**src/rtl/jt12_pkg.sv**
```systemverilog
// jt12_pkg
// Shared definitions for the FM slot sequencer: slot schedule geometry,
// operator group encodings and per-channel configuration reset values.
package jt12_pkg;

  localparam int SLOT_CNT   = 24;
  localparam int CH_PER_GRP = 6;

  // Issue order of the four operator groups within one frame.
  typedef enum logic [1:0] {
    GRP_S1 = 2'd0,
    GRP_S3 = 2'd1,
    GRP_S2 = 2'd2,
    GRP_S4 = 2'd3
  } grp_t;

  localparam logic [2:0] ALG_RST = 3'd0;
  localparam logic [1:0] RL_RST  = 2'b11;

  // One-hot group flags packed as {s1, s2, s3, s4}.
  function automatic logic [3:0] grp_onehot(grp_t g);
    case (g)
      GRP_S1:  return 4'b1000;
      GRP_S2:  return 4'b0100;
      GRP_S3:  return 4'b0010;
      default: return 4'b0001;
    endcase
  endfunction

endpackage

```
**src/rtl/jt12_sh.sv**
```systemverilog
// jt12_sh
// Fixed-length shift register used to align control fields with the
// operator pipeline. Stages advance only when clk_en is high. No reset:
// the consumer masks the output until the pipe has filled.
// Ports:
//   clk     clock
//   clk_en  shift enable
//   din     data entering stage 0
//   drop    data leaving the last stage
module jt12_sh #(
  parameter int width  = 5,
  parameter int stages = 24
) (
  input  logic             clk,
  input  logic             clk_en,
  input  logic [width-1:0] din,
  output logic [width-1:0] drop
);

  logic [width-1:0] stg [stages];

  always_ff @(posedge clk) begin
    if (clk_en) begin
      stg[0] <= din;
      for (int i = 1; i < stages; i++) begin
        stg[i] <= stg[i-1];
      end
    end
  end

  assign drop = stg[stages-1];

endmodule

```
**src/rtl/jt12_slot_seq.sv**
```systemverilog
// jt12_slot_seq
// Slot sequencer for the FM operator/accumulator datapath. Walks the
// 24-slot schedule (6 channels x 4 operator groups), keeps live and
// per-sum shadow copies of each channel's algorithm/routing, and delays
// group flags and channel fields by OP_LAT enabled cycles so they meet
// the operator result at the accumulator.
// Ports:
//   clk, rst            clock, synchronous active-high reset
//   clk_en              slot advance enable (config writes ignore it)
//   cfg_we/ch/alg/rl    per-channel config write; ch 6,7 dropped
//   dac_en              channel-5 PCM enable, sampled at frame start
//   slot/cur_ch/cur_op  issue-side position; frame_start at slot 0
//   s1..s4_enters       delayed one-hot group flags
//   alg, rl, pcm_en     delayed channel fields at the accumulator
module jt12_slot_seq
  import jt12_pkg::*;
#(
  parameter int OP_LAT = 4
) (
  input  logic       clk,
  input  logic       rst,
  input  logic       clk_en,
  input  logic       cfg_we,
  input  logic [2:0] cfg_ch,
  input  logic [2:0] cfg_alg,
  input  logic [1:0] cfg_rl,
  input  logic       dac_en,
  output logic [4:0] slot,
  output logic [2:0] cur_ch,
  output logic [1:0] cur_op,
  output logic       frame_start,
  output logic       s1_enters,
  output logic       s2_enters,
  output logic       s3_enters,
  output logic       s4_enters,
  output logic [2:0] alg,
  output logic [1:0] rl,
  output logic       pcm_en
);

  localparam int              WW        = $clog2(OP_LAT + 1);
  localparam logic [WW-1:0]   WARM_LOAD = WW'(OP_LAT);

  grp_t          grp;
  logic [2:0]    ch;
  logic [WW-1:0] warm_cnt;
  logic          dac_lat;

  logic [2:0] live_alg [CH_PER_GRP];
  logic [1:0] live_rl  [CH_PER_GRP];
  logic [2:0] shd_alg  [CH_PER_GRP];
  logic [1:0] shd_rl   [CH_PER_GRP];

  logic       is_s1;
  logic       cfg_valid;
  logic       wr_hit;
  logic [2:0] load_alg;
  logic [1:0] load_rl;
  logic [2:0] iss_alg;
  logic [1:0] iss_rl;
  logic       iss_pcm;
  logic [9:0] pipe_in;
  logic [9:0] pipe_out;
  logic       warm;

  // Schedule counters. ch and grp track slot mod 6 and slot / 6 directly
  // so no divider is needed; grp wraps naturally together with slot.
  always_ff @(posedge clk) begin
    if (rst) begin
      slot     <= '0;
      ch       <= '0;
      grp      <= GRP_S1;
      warm_cnt <= WARM_LOAD;
      dac_lat  <= 1'b0;
    end else if (clk_en) begin
      if (slot == 5'(SLOT_CNT - 1)) slot <= '0;
      else                          slot <= slot + 5'd1;
      if (ch == 3'(CH_PER_GRP - 1)) begin
        ch  <= '0;
        grp <= grp_t'(grp + 2'd1);
      end else begin
        ch <= ch + 3'd1;
      end
      if (warm_cnt != '0) warm_cnt <= warm_cnt - WW'(1);
      if (frame_start) dac_lat <= dac_en;
    end
  end

  assign frame_start = (slot == 5'd0);
  assign cur_ch      = ch;
  assign cur_op      = grp;

  assign cfg_valid = cfg_we && (cfg_ch < 3'(CH_PER_GRP));

  always_ff @(posedge clk) begin
    if (rst) begin
      for (int i = 0; i < CH_PER_GRP; i++) begin
        live_alg[i] <= ALG_RST;
        live_rl[i]  <= RL_RST;
      end
    end else if (cfg_valid) begin
      live_alg[cfg_ch] <= cfg_alg;
      live_rl[cfg_ch]  <= cfg_rl;
    end
  end

  // The shadow of a channel is refreshed at its S1 slot, so one channel sum
  // always sees a single alg/rl. A write landing on that same slot wins.
  assign is_s1    = (grp == GRP_S1);
  assign wr_hit   = cfg_we && (cfg_ch == ch);
  assign load_alg = wr_hit ? cfg_alg : live_alg[ch];
  assign load_rl  = wr_hit ? cfg_rl  : live_rl[ch];

  always_ff @(posedge clk) begin
    if (clk_en && is_s1) begin
      shd_alg[ch] <= load_alg;
      shd_rl[ch]  <= load_rl;
    end
  end

  // During S1 the shadow register is being loaded on this edge, so the
  // pipe takes the value it is loading rather than the stale copy.
  assign iss_alg = is_s1 ? load_alg : shd_alg[ch];
  assign iss_rl  = is_s1 ? load_rl  : shd_rl[ch];
  assign iss_pcm = dac_lat && (ch == 3'd5);

  assign pipe_in = {grp_onehot(grp), iss_alg, iss_rl, iss_pcm};

  jt12_sh #(
    .width  (10),
    .stages (OP_LAT)
  ) u_align (
    .clk    (clk),
    .clk_en (clk_en),
    .din    (pipe_in),
    .drop   (pipe_out)
  );

  // The delay stages are not reset; hide their contents until filled.
  assign warm = (warm_cnt != '0);

  assign s1_enters = ~warm & pipe_out[9];
  assign s2_enters = ~warm & pipe_out[8];
  assign s3_enters = ~warm & pipe_out[7];
  assign s4_enters = ~warm & pipe_out[6];
  assign alg       = warm ? 3'd0 : pipe_out[5:3];
  assign rl        = warm ? 2'd0 : pipe_out[2:1];
  assign pcm_en    = ~warm & pipe_out[0];

endmodule

```
**config.mk**
```make
export PLATFORM = sky130hd
export DESIGN_NAME = jt12_slot_seq
export DESIGN_NICKNAME = d
export VERILOG_FILES = /design/src/rtl/jt12_pkg.sv /design/src/rtl/jt12_sh.sv /design/src/rtl/jt12_slot_seq.sv
export SDC_FILE = /design/constraint.sdc
export NUM_CORES = 1
export LEC_CHECK = 0
export CORE_MARGIN = 4
export CORE_UTILIZATION = 41
export DETAILED_ROUTE_END_ITERATION = 7
export PLACE_DENSITY = 0.55
export SYNTH_ARGS = -nofsm -noshare
export SYNTH_HDL_FRONTEND = slang
export SYNTH_SLANG_ARGS = --single-unit
```
**constraint.sdc**
```tcl
create_clock -name clk -period 2.5 [get_ports clk]
set_clock_uncertainty 0.15 [all_clocks]
set_input_delay 0.375 -clock clk [delete_from_list [all_inputs] [get_ports clk]]
set_output_delay 0.375 -clock clk [all_outputs]
set_load 0.02 [all_outputs]
```
# Yosys cells after proc, flatten, opt, wreduce, memory -nomap -nowiden
# Memories as Yosys holds them, arrays and structs flattened. A register that Yosys moved wholly into a read port is not among the register bits.
# Index checks and enable logic that the tools add are counted.
dict set report totals {
  n_memories 5
  register_bits 14
  output_inout_bits 21
  wordCells 70
  ramBits 100
  in_bits 13
}
# memory depth word_bits read_ports rd_clocked_by_memory_dff write_ports line_no
set memory_table {}
lappend memory_table {u_align.stg 4 10 4 0 4 jt12_sh.sv:20} ;# logic [width-1:0] stg [stages];
lappend memory_table {live_alg 6 3 1 1 6 jt12_slot_seq.sv:49} ;# logic [2:0] live_alg [CH_PER_GRP];
lappend memory_table {shd_alg 6 3 1 1 1 jt12_slot_seq.sv:51} ;# logic [2:0] shd_alg [CH_PER_GRP];
lappend memory_table {live_rl 6 2 1 1 6 jt12_slot_seq.sv:50} ;# logic [1:0] live_rl [CH_PER_GRP];
lappend memory_table {shd_rl 6 2 1 1 1 jt12_slot_seq.sv:52} ;# logic [1:0] shd_rl [CH_PER_GRP];
dict set report classes {
  n_lt_le_gt_ge 1
  bitwise 6
  eq_ne 5
  n_addsub 4
  mux 32
  n_reduce_logical 12
}
# op count
set ops {}
lappend ops {{two-way mux 3 bit} 15}
lappend ops {{case mux 4 bit (3 select lines)} 1}
lappend ops {{two-way mux 1 bit} 11}
lappend ops {{two-way mux 2 bit} 4}
lappend ops {{AND reduction 2 bit} 3}
lappend ops {{adder 5 x 1 -> 5 bit (second input constant)} 1}
lappend ops {{bitwise AND 1 bit} 5}
lappend ops {{equality test 5 bit (second input constant)} 1}
lappend ops {{logical NOT 5 bit} 1}
lappend ops {{two-way mux 5 bit} 1}
lappend ops {{logical AND 1 bit} 4}
lappend ops {{adder 3 x 1 -> 3 bit (second input constant)} 1}
lappend ops {{equality test 3 bit} 1}
lappend ops {{equality test 3 bit (second input constant)} 1}
lappend ops {{less-than comparator 3 bit (second input constant)} 1}
lappend ops {{nonzero test 3 bit} 1}
lappend ops {{OR reduction 3 bit} 1}
lappend ops {{subtractor 3 x 1 -> 3 bit (second input constant)} 1}
lappend ops {{adder 2 x 1 -> 2 bit (second input constant)} 1}
lappend ops {{equality test 2 x 1 -> 1 bit (second input constant)} 1}
lappend ops {{equality test 2 bit (second input constant)} 1}
lappend ops {{logical NOT 2 bit} 1}
lappend ops {{OR reduction 2 bit} 1}
lappend ops {{NOT 1 bit} 1}

# Logic depth before layout (Yosys ltp)
dict set report logic_depth {
  word_depth 7
  ltp_mapped 6
  depth_no_buf 6
}

# Cells and area by module
# A second synthesis with hierarchy kept.
dict set report hier_totals {
  hier_cells 350
  area_unflattened_um2 5295.1
}
# mod seq_area_each_um2 cells_per_inst instances area_each_um2
set by_module_without_submodules {}
lappend by_module_without_submodules {jt12_slot_seq 2442.3 310 1 4093.9}
lappend by_module_without_submodules {jt12_sh 1201.2 40 1 1201.2}

# Worst setup path before layout
# OpenSTA, ideal clock, no wires.
dict set report synth_path {
  kind {reg-to-reg}
  start {reg slot[0]}
  end {reg dac_lat}
  required_time_ps 2218
  arrival_time_ps 1720
  path_stages_with_launch 7
  setup_slack_ps 498
  setup_time_ps 132
  synth_period_minus_slack_ps 2002
  n_path_buf 0
  path_cell_list {dfxtp_1 > inv_1 > ha_1 > nor4b_1 > nand2_1 > nand2_1 > a21oi_1}
}
dict set report synth_via {
  elab_chain_len 2
}
# element line_no
set synth_rtl {}
lappend synth_rtl {{from (decl)} jt12_slot_seq.sv:28} ;# output logic [4:0] slot,
lappend synth_rtl {{from (signal assigned)} jt12_slot_seq.sv:77} ;# else slot <= slot + 5'd1;
lappend synth_rtl {{logical NOT 5 bit} jt12_slot_seq.sv:89} ;# assign frame_start = (slot == 5'd0);
lappend synth_rtl {{net frame_start} jt12_slot_seq.sv:31} ;# output logic frame_start,
lappend synth_rtl {{AND reduction 2 bit (no source line)} -}
lappend synth_rtl {{to (signal assigned)} jt12_slot_seq.sv:85} ;# if (frame_start) dac_lat <= dac_en;
lappend synth_rtl {{to (decl)} jt12_slot_seq.sv:47} ;# logic dac_lat;
# The timed path passes the listed nets, and every way through them passes these cells.
# A chain may end at the register's enable or synchronous reset.

# Worst setup path after layout
dict set report layout_path {
  start {reg warm_cnt[0]}
  end {out rl[0]}
}
dict set report layout_via {
  elab_chain_len 2
}
# element line_no
set layout_rtl {}
lappend layout_rtl {{from (decl)} jt12_slot_seq.sv:46} ;# logic [WW-1:0] warm_cnt;
lappend layout_rtl {{from (signal assigned)} jt12_slot_seq.sv:84} ;# if (warm_cnt != '0) warm_cnt <= warm_cnt - WW'(1);
lappend layout_rtl {{nonzero test 3 bit} jt12_slot_seq.sv:140} ;# assign warm = (warm_cnt != '0);
lappend layout_rtl {{two-way mux 2 bit} jt12_slot_seq.sv:147} ;# assign rl = warm ? 2'd0 : pipe_out[2:1];
lappend layout_rtl {{to (decl)} jt12_slot_seq.sv:37} ;# output logic [1:0] rl,
# Every way passes these cells.

==> out/qor.csv <==
stage;metric;value;unit
die;dieWidth;121;um
synth;synthXorXnorAreaFrac;0.00997;
synth;synth_cell_types;47;
clocking;cts-buffers-inserted;17;
hold_path;min_path_type;reg -> reg;
synth;synthSimpleGateAreaFrac;0.113;
synth;ys_seq_area_frac;0.691;
setup_path;critPathMaxStageDelay;310;ps
final_layout;antenna_cells;0;
clocking;cts.sinks;127;
drt;drt_iter0_drc;218;
synth;ys.flop_type;edfxtp_1;
final_layout;final.fill_count;1143;
timing;fmax;0.436;GHz
die;num_rows;41;
placement;place_hpwl;6900;um
drt;drt_wl_total;9670;um
final_layout;final_cells;601;
final_layout;mostFrequentLayoutCell;edfxtp_1;
setup_path;worst-setup-path-type;reg -> out;
synth;synth_area_leaders;edfxtp_1 63%, dfxtp_1 6.5%, mux2i_1 3.8%, and2_1 3.4%, mux2_2 2.3%;
run;cap_violations;0;
outcome;outcome;complete, no violations;
grt;antenna_found_initial;0;
synth;synth_top_area_cell;edfxtp_1;
setup_path;critPathSlowestCell;dfxtp_1;
timing;min_period;2290;ps
placement;portBuffers;33;
synth;synth_edf_count;110;
clocking;clk_pin_slew;50;ps
timing;finalSetupViolCount;0;
synth;ys_warn_count;0;
grt;first_global_vias;2949;
die;die_h;121;um
grt;use_met2;0.231;
drt;vias;2908;
hold_path;min_path_cells;0;
final_layout;area_growth;21.9;%
clocking;cts.path.max_buffers;2;
final_layout;mostFrequentLayoutCells;110 x edfxtp_1, 29 x and2_1, 22 x nand2_1, 21 x clkdlybuf4s50_1, 20 x mux2i_1;
synth;synth_fa_ha_area_frac;0.0190;
synth;synthCells;347;
grt;grt_util_met3;0.0462;
drt;routed_via_density;4.84;
setup_path;crit_required;1980;ps
timing;setup_tns;0;ps
grt;grt_pass1_wl;15700;um
pwr;power_leakage;2.32;nW
clocking;clock_latency;410;ps
grt;grt_max_degree;41;
timing;hold_viol;0;
final_layout;final_nets;437;
final_layout;final_area;6430;um^2
synth;synth_area;5270;um^2
grt;track_usage;0.145;
grt;grt_overflow;0;
clocking;clockRootBuffer;clkbuf_16;
drt;route.detailed.drc;0;
setup_path;crit_arrival;1770;ps
die;start_util;0.418;
die;die_area;14700;um^2
placement;dp.cells;569;
timing;slew_headroom;0.569;
setup_path;endpoint_kind;output pin;
die;core-area;12600;um^2
timing;rsz0062_at_grt;false;
timing;fin_crit_sh;0.917;
timing;drv_slew;0;
drt;ant_nets;0;
synth;synthMuxAreaShare;0.0814;
pwr;total_power;0.00500;W
clocking;cts_max_level;4;
die;ios;34;
pwr;p_per_area;778;nW/um^2
setup_path;crit_path_start_kind;flip-flop;
synth;ys_seq_elements;127;
drt;wl_per_cell;16.1;um
timing;worst_pin_slew;646;ps
grt;top_usage_layer;met2;
synth;synth_compound_area_frac;0.0631;
drt;first_pass_iters;5;
synth;async_flop_share;0;
clocking;cts_tree;done;
placement;globalplace.congestion;0.771;
grt;gr-usage-met1;0.187;
placement;dpl_cell_area;5920;um^2
synth;synth_top_family_by_area;simple AND/OR/NAND/NOR gates;
setup_path;path_cells;inv_1 -> ha_1 -> nor2b_1 -> buf_4 -> and2_1 -> dlygate4sd2_1;
synth;avgSynthCellArea;15.2;um^2
synth;yosys.area.top_type_share;0.626;
pwr;irDropWorstVdd;333;uV
setup_path;crit_fanout;10;
final_layout;drive_above_1_share;0.184;
setup_path;r2r_cells;4;
-- layout make-up --
type                    instances  area, um^2  area share
inverters                      11        41.3     0.00643
clock inverters                12        73.8      0.0115
well taps                     172         215      0.0335
clock buffers                  20         447      0.0695
repair buffers                 51         459      0.0715
flip-flops and latches        127        3640       0.567
multi-input cells             208        1550       0.241
-- critical path, delay by kind of cell, from the launching register on --
family,cells,cell delay [ps]
adders and majority gates,1,220
DFF,1,310
and+or+nand+nor,2,280
buffers and inverters,3,550
-- sequential cells by signal, summed over array words and instances, names as in the netlist, named ones only --
name	flops
u_align.stg	40
live_alg	24
shd_alg	18
live_rl	16
shd_rl	12
slot	5
cur_ch	3
warm_cnt	3
cur_op	2
dac_lat	1
-- cell usage after synthesis (3+ instances only) --
cell type / n
edfxtp_1: 110
a22o_1: 4
a222oi_1: 5
mux2i_1: 20
dfxtp_1: 17
clkbuf_1: 5
and2_1: 29
xnor2_1: 5
nand2_1: 22
nor2_1: 18
mux2_4: 4
or2_2: 5
a221oi_2: 4
a22oi_1: 4
nand2b_1: 6
nor2b_1: 5
ha_1: 8
o21ai_1: 5
a31o_1: 4
nand3_1: 3
buf_6: 3
a21oi_1: 7
mux2_2: 11
inv_1: 11
nor3_1: 4
-- power breakdown --
part | switching, W | leakage [nW] | internal, W
registers | 0.0000455 | 1.19 | 0.00245
clock network | 0.000851 | 0.253 | 0.00128
logic | 0.000213 | 0.878 | 0.000167
-- stage by stage --
step / hold slack [ps] / utilization / setup slack [ps]
5_1_grt: 267 / 0.509 / 40.3
3_3_place_gp: 252 / 0.469 / 230
3_5_place_dp: 255 / 0.469 / 192
2_1_floorplan: 250 / - / 498
4_1_cts: 264 / 0.509 / 177
6_report: 264 / 0.509 / 208
-- per-layer routing --
layer	wire length, um	part of all wire
met5	0	0
met4	102	0.011
met3	282	0.029
met2	4810	0.50
met1	4480	0.46
-- timing repair --
action / in CTS / in global routing
gates resized for setup: 11 / 0
setup endpoints to repair: 11 / 0
setup buffers: 0 / 0
hold buffers: 0 / 0
-- cells by family after synthesis --
family          after synthesis
other cells                   1
fa+ha+maj                     8
compound gates               40
simple gates                107
buf+inv                      21
xor+xnor                      6
mux                          37
flops                       127
-- final timing paths --
kind / slack [ps] / end / from
min: 260 / u_align.stg[2][0] / u_align.stg[1][0]
max: 210 / rl[0] / warm_cnt[0]
min reg2reg: 260 / u_align.stg[2][0] / u_align.stg[1][0]
max reg2reg: 270 / u_align.stg[0][4] / flip-flop
Power figures use the tool's default switching activity.
